<file path="src/rtl/ps2_pkg.sv">
// PS/2 host-side shared types: FSM state encoding, default cycle counts at 25 MHz, parity helper.
// Latency: n/a (declarations only).
// Backpressure: n/a.
package ps2_pkg;

    typedef enum logic [2:0] {
        IDLE,
        INHIBIT,
        REQ,
        SHIFT,
        ACK,
        FINISH
    } ps2_state_t;

    localparam int INHIBIT_CYC_DEF   = 2500;
    localparam int REQ_CYC_DEF       = 25;
    localparam int FIRST_TMO_CYC_DEF = 375000;
    localparam int EDGE_TMO_CYC_DEF  = 50000;

    function automatic logic odd_parity(input logic [7:0] d);
        return ~^d;
    endfunction

endpackage

</file>
<file path="src/rtl/ps2_sync_edge.sv">
// PS/2 line synchronizer: 2-FF sync of clock and data, falling-edge strobe on the synced clock.
// Latency: 2 cycles to dat_sync, clk_fall asserted 2 cycles after the line drops.
// Backpressure: none, free-running.
module ps2_sync_edge (
    input  logic clock,
    input  logic reset,
    input  logic ps_clk_i,
    input  logic ps_dat_i,
    output logic clk_fall,
    output logic dat_sync
);

    logic [1:0] clk_ff;
    logic [1:0] dat_ff;
    logic       clk_prev;

    // Preset high so releasing reset on an idle (pulled-up) bus never looks like an edge.
    always_ff @(posedge clock or posedge reset) begin
        if (reset) begin
            clk_ff   <= 2'b11;
            dat_ff   <= 2'b11;
            clk_prev <= 1'b1;
        end else begin
            clk_ff   <= {clk_ff[0], ps_clk_i};
            dat_ff   <= {dat_ff[0], ps_dat_i};
            clk_prev <= clk_ff[1];
        end
    end

    assign clk_fall = clk_prev & ~clk_ff[1];
    assign dat_sync = dat_ff[1];

endmodule

</file>
<file path="src/rtl/ps2_host_tx.sv">
// PS/2 host-to-device byte sender: inhibit/request, 8 data + odd parity + stop on device clocks, ACK check.
// Latency: INHIBIT_CYC + REQ_CYC + 11 device clocks to done; optional PS2_TX_RETRY_EN retries twice on failure.
// Backpressure: cmd taken only while ready=1; cmd during a transfer is dropped.
module ps2_host_tx
    import ps2_pkg::*;
#(
    parameter int INHIBIT_CYC   = INHIBIT_CYC_DEF,
    parameter int REQ_CYC       = REQ_CYC_DEF,
    parameter int FIRST_TMO_CYC = FIRST_TMO_CYC_DEF,
    parameter int EDGE_TMO_CYC  = EDGE_TMO_CYC_DEF
) (
    input  logic       clock,
    input  logic       reset,
    input  logic       ps_clk_i,
    input  logic       ps_dat_i,
    output logic       ps_clk_oe,
    output logic       ps_dat_oe,
    input  logic       cmd,
    input  logic [7:0] dat,
    output logic       ready,
    output logic       done,
    output logic       err,
    output logic       busy
);

    localparam int DLY_MAX = (INHIBIT_CYC > REQ_CYC) ? INHIBIT_CYC : REQ_CYC;
    localparam int DW      = $clog2(DLY_MAX + 1);
    localparam int TW      = $clog2(FIRST_TMO_CYC + 1);

    localparam logic [DW-1:0] INH_LD   = DW'(INHIBIT_CYC - 1);
    localparam logic [DW-1:0] REQ_LD   = DW'(REQ_CYC - 1);
    localparam logic [TW-1:0] FIRST_LD = TW'(FIRST_TMO_CYC);
    localparam logic [TW-1:0] EDGE_LD  = TW'(EDGE_TMO_CYC);

    ps2_state_t    state_q, state_d;
    logic [7:0]    data_q, data_d;
    logic          par_q, par_d;
    logic [3:0]    bit_q, bit_d;
    logic [DW-1:0] dly_q, dly_d;
    logic [TW-1:0] tmo_q, tmo_d;
    logic          dat_oe_q, dat_oe_d;
    logic          fail_q, fail_d;
    logic          clk_fall, dat_sync;
    logic          expire, restart, can_retry;

    ps2_sync_edge u_sync (
        .clock    (clock),
        .reset    (reset),
        .ps_clk_i (ps_clk_i),
        .ps_dat_i (ps_dat_i),
        .clk_fall (clk_fall),
        .dat_sync (dat_sync)
    );

`ifdef PS2_TX_RETRY_EN
    logic [1:0] retry_q;

    always_ff @(posedge clock or posedge reset) begin
        if (reset)                       retry_q <= 2'd0;
        else if (state_q == IDLE && cmd) retry_q <= 2'd0;
        else if (restart)                retry_q <= retry_q + 2'd1;
    end

    assign can_retry = (retry_q != 2'd2);
`else
    assign can_retry = 1'b0;
`endif

    always_ff @(posedge clock or posedge reset) begin
        if (reset) begin
            state_q  <= IDLE;
            data_q   <= 8'h00;
            par_q    <= 1'b0;
            bit_q    <= 4'd0;
            dly_q    <= '0;
            tmo_q    <= '0;
            dat_oe_q <= 1'b0;
            fail_q   <= 1'b0;
        end else begin
            state_q  <= state_d;
            data_q   <= data_d;
            par_q    <= par_d;
            bit_q    <= bit_d;
            dly_q    <= dly_d;
            tmo_q    <= tmo_d;
            dat_oe_q <= dat_oe_d;
            fail_q   <= fail_d;
        end
    end

    always_comb begin
        state_d  = state_q;
        data_d   = data_q;
        par_d    = par_q;
        bit_d    = bit_q;
        dly_d    = dly_q;
        tmo_d    = tmo_q;
        dat_oe_d = dat_oe_q;
        fail_d   = fail_q;
        expire   = 1'b0;
        restart  = 1'b0;
        done     = 1'b0;
        err      = 1'b0;

        case (state_q)
            IDLE: begin
                dat_oe_d = 1'b0;
                if (cmd) begin
                    data_d  = dat;
                    par_d   = odd_parity(dat);
                    fail_d  = 1'b0;
                    dly_d   = INH_LD;
                    state_d = INHIBIT;
                end
            end
            INHIBIT: begin
                if (dly_q == '0) begin
                    dly_d    = REQ_LD;
                    dat_oe_d = 1'b1;
                    state_d  = REQ;
                end else begin
                    dly_d = dly_q - DW'(1);
                end
            end
            REQ: begin
                if (dly_q == '0) begin
                    bit_d   = 4'd0;
                    tmo_d   = FIRST_LD;
                    state_d = SHIFT;
                end else begin
                    dly_d = dly_q - DW'(1);
                end
            end
            SHIFT: begin
                // Start bit stays on the line from REQ; each fall presents the next bit.
                if (clk_fall) begin
                    tmo_d = EDGE_LD;
                    bit_d = bit_q + 4'd1;
                    if (!bit_q[3]) begin
                        dat_oe_d = ~data_q[bit_q[2:0]];
                    end else if (bit_q == 4'd8) begin
                        dat_oe_d = ~par_q;
                    end else begin
                        dat_oe_d = 1'b0;
                        state_d  = ACK;
                    end
                end else if (tmo_q == '0) begin
                    expire = 1'b1;
                end else begin
                    tmo_d = tmo_q - TW'(1);
                end
            end
            ACK: begin
                if (clk_fall) begin
                    if (dat_sync && can_retry) begin
                        restart = 1'b1;
                    end else begin
                        fail_d  = dat_sync;
                        state_d = FINISH;
                    end
                end else if (tmo_q == '0) begin
                    expire = 1'b1;
                end else begin
                    tmo_d = tmo_q - TW'(1);
                end
            end
            FINISH: begin
                done    = 1'b1;
                err     = fail_q;
                state_d = IDLE;
            end
            default: state_d = IDLE;
        endcase

        if (expire) begin
            dat_oe_d = 1'b0;
            if (can_retry) begin
                restart = 1'b1;
            end else begin
                done    = 1'b1;
                err     = 1'b1;
                state_d = IDLE;
            end
        end

        if (restart) begin
            dly_d    = INH_LD;
            dat_oe_d = 1'b0;
            state_d  = INHIBIT;
        end
    end

    // Data is masked on the expiry cycle so both lines are free the moment a timeout fires.
    assign ps_clk_oe = (state_q == INHIBIT) || (state_q == REQ);
    assign ps_dat_oe = (state_q == REQ) || ((state_q == SHIFT) && dat_oe_q && !expire);
    assign ready     = (state_q == IDLE);
    assign busy      = ~ready;

endmodule
</file>
<file path="config.mk">
export PLATFORM = sky130hd
export DESIGN_NAME = ps2_host_tx
export DESIGN_NICKNAME = d
export VERILOG_FILES = /design/src/rtl/ps2_pkg.sv /design/src/rtl/ps2_sync_edge.sv /design/src/rtl/ps2_host_tx.sv
export SDC_FILE = /design/constraint.sdc
export NUM_CORES = 1
export LEC_CHECK = 0
export ABC_AREA = 1
export CORE_MARGIN = 4
export CORE_UTILIZATION = 45
export CTS_BUF_LIST = sky130_fd_sc_hd__clkbuf_8
export DETAILED_ROUTE_END_ITERATION = 16
export PLACE_DENSITY = 0.73
export SYNTH_ARGS = -nofsm -noshare
export SYNTH_HDL_FRONTEND = slang
export SYNTH_SLANG_ARGS = --single-unit
</file>
<file path="constraint.sdc">
create_clock -name clock -period 1.55 [get_ports clock]
set_input_delay 0.31 -clock clock [delete_from_list [all_inputs] [get_ports clock]]
set_output_delay 0.31 -clock clock [all_outputs]
set_load 0.02 [all_outputs]
</file>
==> results of run 1 <==
## final cells by class
| type | instances | area share |
|---|---|---|
| Sequential cell | 54 | 0.242 |
| Clock inverter | 2 | 0.00223 |
| Timing Repair inverter | 1 | 0.00156 |
| Tap cell | 99 | 0.0221 |
| Inverter | 72 | 0.0506 |
| Clock buffer | 6 | 0.0147 |
| Timing Repair Buffer | 161 | 0.255 |
| Multi-Input combinational cell | 343 | 0.411 |
## flip-flops by register name (all words and copies together), names as in the netlist
name             count
u_sync.dat_ff        2
dat_oe_q             1
dly_q               12
bit_q                4
par_q                1
u_sync.clk_ff        2
tmo_q               19
state_q              3
u_sync.clk_prev      1
data_q               8
fail_q               1
## worst paths after layout
check / start / end / cells past startpoint
worst max-delay path: tmo_q[1]$_DFFE_PP0P_ / ps_dat_oe / 11
worst min-delay path: reset / tmo_q[8]$_DFFE_PP0P_ / 2
worst max register to register: state_q[2]$_DFFE_PP0P_ / dly_q[1]$_DFFE_PP0P_ / 13
worst min register to register: u_sync.clk_ff[0]$_DFF_PP1_ / u_sync.clk_ff[1]$_DFF_PP1_ / 0
max in group asynchronous: reset / u_sync.dat_ff[1]$_DFF_PP1_ / 3
min in group clock: u_sync.clk_ff[0]$_DFF_PP1_ / u_sync.clk_ff[1]$_DFF_PP1_ / 0
## per-layer routing
layer	vias to the layer above	GRT usage	share of wire
li1	1832	-	-
met1	2095	0.284	0.36
met2	304	0.446	0.49
met3	108	0.0401	0.076
met4	0	0.113	0.074
met5	-	0	0
## critical path: cells and delay by family, from the launching register on
| kind | cells | cell delay, ps |
|---|---|---|
| AO/OA/AOI/OAI | 1 | 60 |
| AND/OR/NAND/NOR | 5 | 580 |
| flip-flops | 1 | 410 |
| adder cells (fa/ha/maj) | 1 | 140 |
| buffers and inverters | 4 | 400 |
## cell usage after synthesis, types with 2 or more instances
library cell and instances:
nor2_1 65, nor2_4 2, xor2_1 11, dfrtp_1 49, dfstp_2 5, nand4_1 11, or2_2 2, o21ai_1 3
inv_2 9, inv_1 63, a22oi_1 10, a21oi_1 17, ha_1 6, xnor2_1 8, o22ai_1 4, nand3_1 29
nand2_1 126, buf_4 2, nor3_1 4, nand2_2 5, buf_2 2, nor2_2 10, o21ai_0 23
## power groups by stage
stage               clock network [mW]  logic (mW)  registers (mW)
finish                           0.884        6.93            2.13
global route                     0.934        7.28            2.17
CTS                              0.856        5.45            2.05
detailed placement                   0        4.28            2.07
global placement                     0        4.14            2.05
floorplan                            0        2.32            2.10
## stage by stage
stage / cell area [sq um] / util / hold WS (ps) / std cells
CTS: 5110 / 0.705 / 265 / 722
global route: 5610 / 0.774 / 274 / 738
floorplan: 3430 / - / 314 / 474
detailed placement: 4530 / 0.625 / 348 / 695
global placement: 4530 / 0.625 / 347 / 695
finish: 5610 / 0.774 / 251 / 738
## cell families (layout without fill, tap and decap cells)
kind of cell               Yosys count  after routing  share of synthesized area
xor gates and xnor gates            19             19                     0.0497
adders and majority gates            6              6                     0.0224
buffers and inverters               77            242                     0.0893
and+or+nand+nor                    259            259                      0.335
AOI/OAI and AO/OA                   59             59                     0.0986
DFF                                 54             54                      0.405
## timing repair
item,CTS,global route
cloned,0,2
hold buffers,0,0
setup endpoints to repair,45,55
pin swaps,36,36
endpoints found under the hold margin,0,0
resized for setup,137,110
buffers inserted,22,19
==> impl_metrics.csv, run 1 <==
group,metric,value,unit
synthesis,synth-seq-cells,54,
pwr,power.share.clock,0.089,
sta,hold_viol_final,0,
place,dp_slack,-701,ps
synthesis,synth.area.top_cells,"dfrtp_1, nand2_1, nor2_1",
synthesis,synth_edf_count,0,
critical_path,cpMaxStageDelayCell,"dfrtp_1",
die,coreArea,0.00725,sq mm
grt,grt_pass1_vias,3939,
final_layout,final_cell_mix,"buf_4, nand2_1, inv_1",
final_layout,antenna_cells,0,
die,rows,31,
drt,final_antenna_net_count,0,
sta,worst_slack,-659,ps
die,die_y,94.3,um
synthesis,syn-num-nets,493,
synthesis,synthCells,474,
final_layout,final_common_cell,"buf_4",
grt,antenna_found_initial,0,
drt,drcViolationCount,0,
place,routabilityCongestion,0.925,
synthesis,async_reset_ff_frac,1.00,
clock_network,clk_pin_slew,110,ps
flow_run,cap_viol_max_count,0,
sta,fin_crit_sh,1.43,
sta,skew,15.0,ps
final_layout,fin_nets,657,
pwr,ir_worst_vdd,0.961,mV
grt,grt-ovfl-total,0,
synthesis,synth_top_area_frac,0.366,
sta,fin_crit,2210,ps
pwr,combPwrFrac,0.697,
final_layout,multiInputGateArea,0.00231,sq mm
sta,relSlewSlack,0.738,
pwr,leakagePower,2.62,nW
final_layout,seq_area,0.00136,sq mm
synthesis,synth_warnings,0,
die,die_area,0.00889,sq mm
clock_network,clock-sinks,54,
sta,slew_viol_final,0,
sta,worstMarginPinSlew,392,ps
critical_path,cp_cell_sequence,"inv_2 > ha_4 > inv_2 > nor2_4 > nand2_2 > nor2_2 > nand3_2 > nor2_4 > buf_6 > o31ai_4 > buf_6",
pwr,internal_power,5.34,mW
drt,drt_wl_total,14100,um
synthesis,postSynthAreaPerCell,7.07,sq um
die,pin_count,19,
synthesis,syn_area,0.00335,sq mm
critical_path,max_stage_delay,410,ps
drt,wire_per_inst,19.1,um
clock_network,clockBufferDepth,2,
synthesis,ys_seq_area_frac,0.405,
place,io_buffers,18,
die,die_w,94.3,um
drt,post_drt_via_cell_ratio,5.88,
outcome,violations,"negative setup slack",
drt,first_iter_violations,526,
critical_path,worstPathRequired,1240,ps
pwr,switching_share,0.464,
final_layout,area_delta_synth_final,67.6,%
synthesis,yosysTopAreaCell,"dfrtp_1",
critical_path,crit_arrival,1900,ps
sta,setup_viol,55,
clock_network,cts_max_level,2,
pwr,seq_power_share,0.214,
clock_network,cts_root_buffer,"clkbuf_8",
sta,setup_tns,-17160,ps
pwr,p_per_area,1770,mW/mm^2
outcome,status,"finished, violations left",
final_layout,drive_gt1_frac,0.501,
critical_path,crit_path_start_kind,"register",
grt,grt_pass1_wl,17300,um
grt,grt_max_degree,30,
sta,rsz0062_at_grt,"yes",
synthesis,synthFlopType,"dfrtp_1",
drt,drtPass1Iterations,6,
synthesis,synth_cell_types,31,
drt,via_count,4339,
clock_network,cts_inserted_buffers,5,
critical_path,cp_max_fo,2,
pwr,power,9.95,mW
critical_path,end_kind,"output port",
critical_path,reg2reg_slack,-470,ps
sta,fmax,453,MHz
min_path,hp-class,"primary input to asynchronous set/reset pin",
die,start_util,0.462,
pwr,p_sw,4.61,mW
grt,track_usage,0.247,
critical_path,path_class,"register to output port",
clock_network,worstSkewPairLatency,320,ps
clock_network,cts_tree,"done",
final_layout,fill_cells,389,
place,place_hpwl,6940,um
Note: power is estimated with default switching activity, not from simulation.
==> inputs of run 2 (changes only) <==
Settings changed: PLACE_DENSITY 0.73 to 0.71.
Clock period 1.55 ns to 2.22 ns, I/O delays scaled along.
==> impl_metrics.csv, run 2 (synthesis gave the netlist of run 1 again) <==
group,metric,value,unit
clock_network,worstSkewPairLatency,310,ps
min_path,hp-class,"register to register",
die,pin_count,19,
sta,skew,6.42,ps
clock_network,clock-sinks,54,
die,die_y,94.3,um
drt,wire_per_inst,12.6,um
drt,post_drt_via_cell_ratio,5.03,
pwr,internal_power,2.74,mW
sta,relSlewSlack,0.748,
critical_path,end_kind,"output port",
clock_network,cts_inserted_buffers,5,
die,die_area,0.00889,sq mm
drt,drcViolationCount,0,
final_layout,fin_nets,585,
critical_path,path_class,"register to output port",
critical_path,cp_max_fo,2,
die,coreArea,0.00725,sq mm
sta,fin_crit,2300,ps
place,dp_slack,-181,ps
sta,hold_viol_final,0,
die,start_util,0.462,
critical_path,crit_path_start_kind,"register",
final_layout,drive_gt1_frac,0.245,
pwr,combPwrFrac,0.568,
place,io_buffers,18,
drt,drt_wl_total,8410,um
clock_network,clockBufferDepth,2,
final_layout,final_core_util,0.603,
pwr,ir_worst_vdd,0.619,mV
grt,grt_pass1_vias,3237,
pwr,p_per_area,1110,mW/mm^2
final_layout,final_common_cell,"nand2_1",
pwr,seq_power_share,0.303,
final_layout,largest_reg_flops,19,
sta,worstMarginPinSlew,375,ps
final_layout,area_delta_synth_final,30.5,%
pwr,p_sw,2.09,mW
sta,slew_viol_final,0,
clock_network,cts_root_buffer,"clkbuf_8",
grt,grt-ovfl-total,0,
sta,fin_crit_sh,1.03,
clock_network,ctsHoldBuffers,0,
sta,rsz0062_at_grt,"yes",
drt,drtPass1Iterations,5,
critical_path,worstPathRequired,1780,ps
drt,final_antenna_net_count,0,
place,place_hpwl,6260,um
grt,grt_pass1_wl,14400,um
outcome,status,"finished, violations left",
sta,setup_viol,3,
final_layout,antenna_cells,0,
place,routabilityCongestion,0.966,
drt,first_iter_violations,303,
final_layout,final_cell_mix,"nand2_1, buf_4, nor2_1",
clock_network,cts_tree,"done",
pwr,switching_share,0.433,
final_layout,fill_cells,638,
die,die_w,94.3,um
grt,antenna_found_initial,0,
sta,worst_slack,-75.6,ps
sta,fmax,436,MHz
outcome,violations,"negative setup slack",
grt,track_usage,0.200,
final_layout,seq_area,0.00136,sq mm
die,rows,31,
pwr,leakagePower,2.15,nW
clock_network,clk_pin_slew,100,ps
grt,grt_max_degree,28,
critical_path,crit_arrival,1850,ps
flow_run,cap_viol_max_count,0,
pwr,power.share.clock,0.129,
final_layout,largest_register,"tmo_q",
final_layout,multiInputGateArea,0.00178,sq mm
final_layout,reg_top3,"tmo_q (19), dly_q (12), data_q (8)",
drt,via_count,3351,
clock_network,cts_max_level,2,
[run 2: cell types whose count changed in the layout (fill, tap and decap cells not counted), sizes merged]
cell,before,now
inv,74,72
clkinv,0,1
dlygate4sd2,0,3
clkbuf,6,7
buf,149,75
clkinvlp,1,0
[run 2: final cells by class]
type | instances | area share
timing repair buffer | 90 | 0.167
tap | 99 | 0.0283
inverter | 72 | 0.0630
clock buffer | 7 | 0.0220
multi-input combinational | 343 | 0.407
clock inverter | 1 | 0.00200
sequential | 54 | 0.311
[run 2: worst paths after layout]
kind / startpoint / endpoint / slack (ps) / depth (start not counted)
min: u_sync.clk_ff[0]$_DFF_PP1_ / u_sync.clk_ff[1]$_DFF_PP1_ / 360 / 0
max reg2reg: tmo_q[1]$_DFFE_PP0P_ / tmo_q[10]$_DFFE_PP0P_ / 130 / 16
max in group asynchronous: reset / u_sync.clk_prev$_DFF_PP1_ / 1390 / 3
max: tmo_q[0]$_DFFE_PP0P_ / ps_dat_oe / -80 / 11
min reg2reg: u_sync.clk_ff[0]$_DFF_PP1_ / u_sync.clk_ff[1]$_DFF_PP1_ / 360 / 0
min in group asynchronous: reset / bit_q[3]$_DFFE_PP0P_ / 520 / 3
[run 2: power by group through the flow]
stage	Sequential [mW]	Combinational, mW	Clock [mW]
global placement	1.46	2.40	0
finish	1.47	2.74	0.622
floorplan	1.45	1.53	0
detailed placement	1.47	2.46	0
CTS	1.46	2.62	0.640
global route	1.50	3.05	0.674
[run 2: metrics by stage]
stage	TNS (ps)	hold WS, ps	total power, mW	cells	instance area [sq um]
after floorplan	0	345	2.99	474	3350
after global placement	-312	347	3.86	642	4050
after detailed placement	-478	349	3.94	642	4050
after CTS	-106	357	4.72	664	4300
after global routing	-568	354	5.22	666	4370
final	-110	359	4.83	666	4370
[run 2: worst max-delay path: stages, from the launching register on]
cell and delay, ps:
dfrtp_1 400, inv_2 90, ha_4 150, inv_4 40, nor2_4 70, nand2_1 50
nor2_1 100, nand3_1 130, nor2_2 190, buf_6 140, o31ai_4 50, buf_6 130
[run 2: layer usage]
layer | global-route usage | share of wire | vias up
met3 | 0.0329 | 0.046 | 15
met2 | 0.340 | 0.49 | 98
li1 | - | - | 1685
met1 | 0.259 | 0.45 | 1553
met5 | 0 | 0 | -
met4 | 0.0590 | 0.014 | 0
[run 2: repair_timing]
item / in CTS / in global routing
setup endpoints to repair: 6 / 16
pin swaps: 6 / 13
buffers inserted: 14 / 5
gates resized for setup: 36 / 19
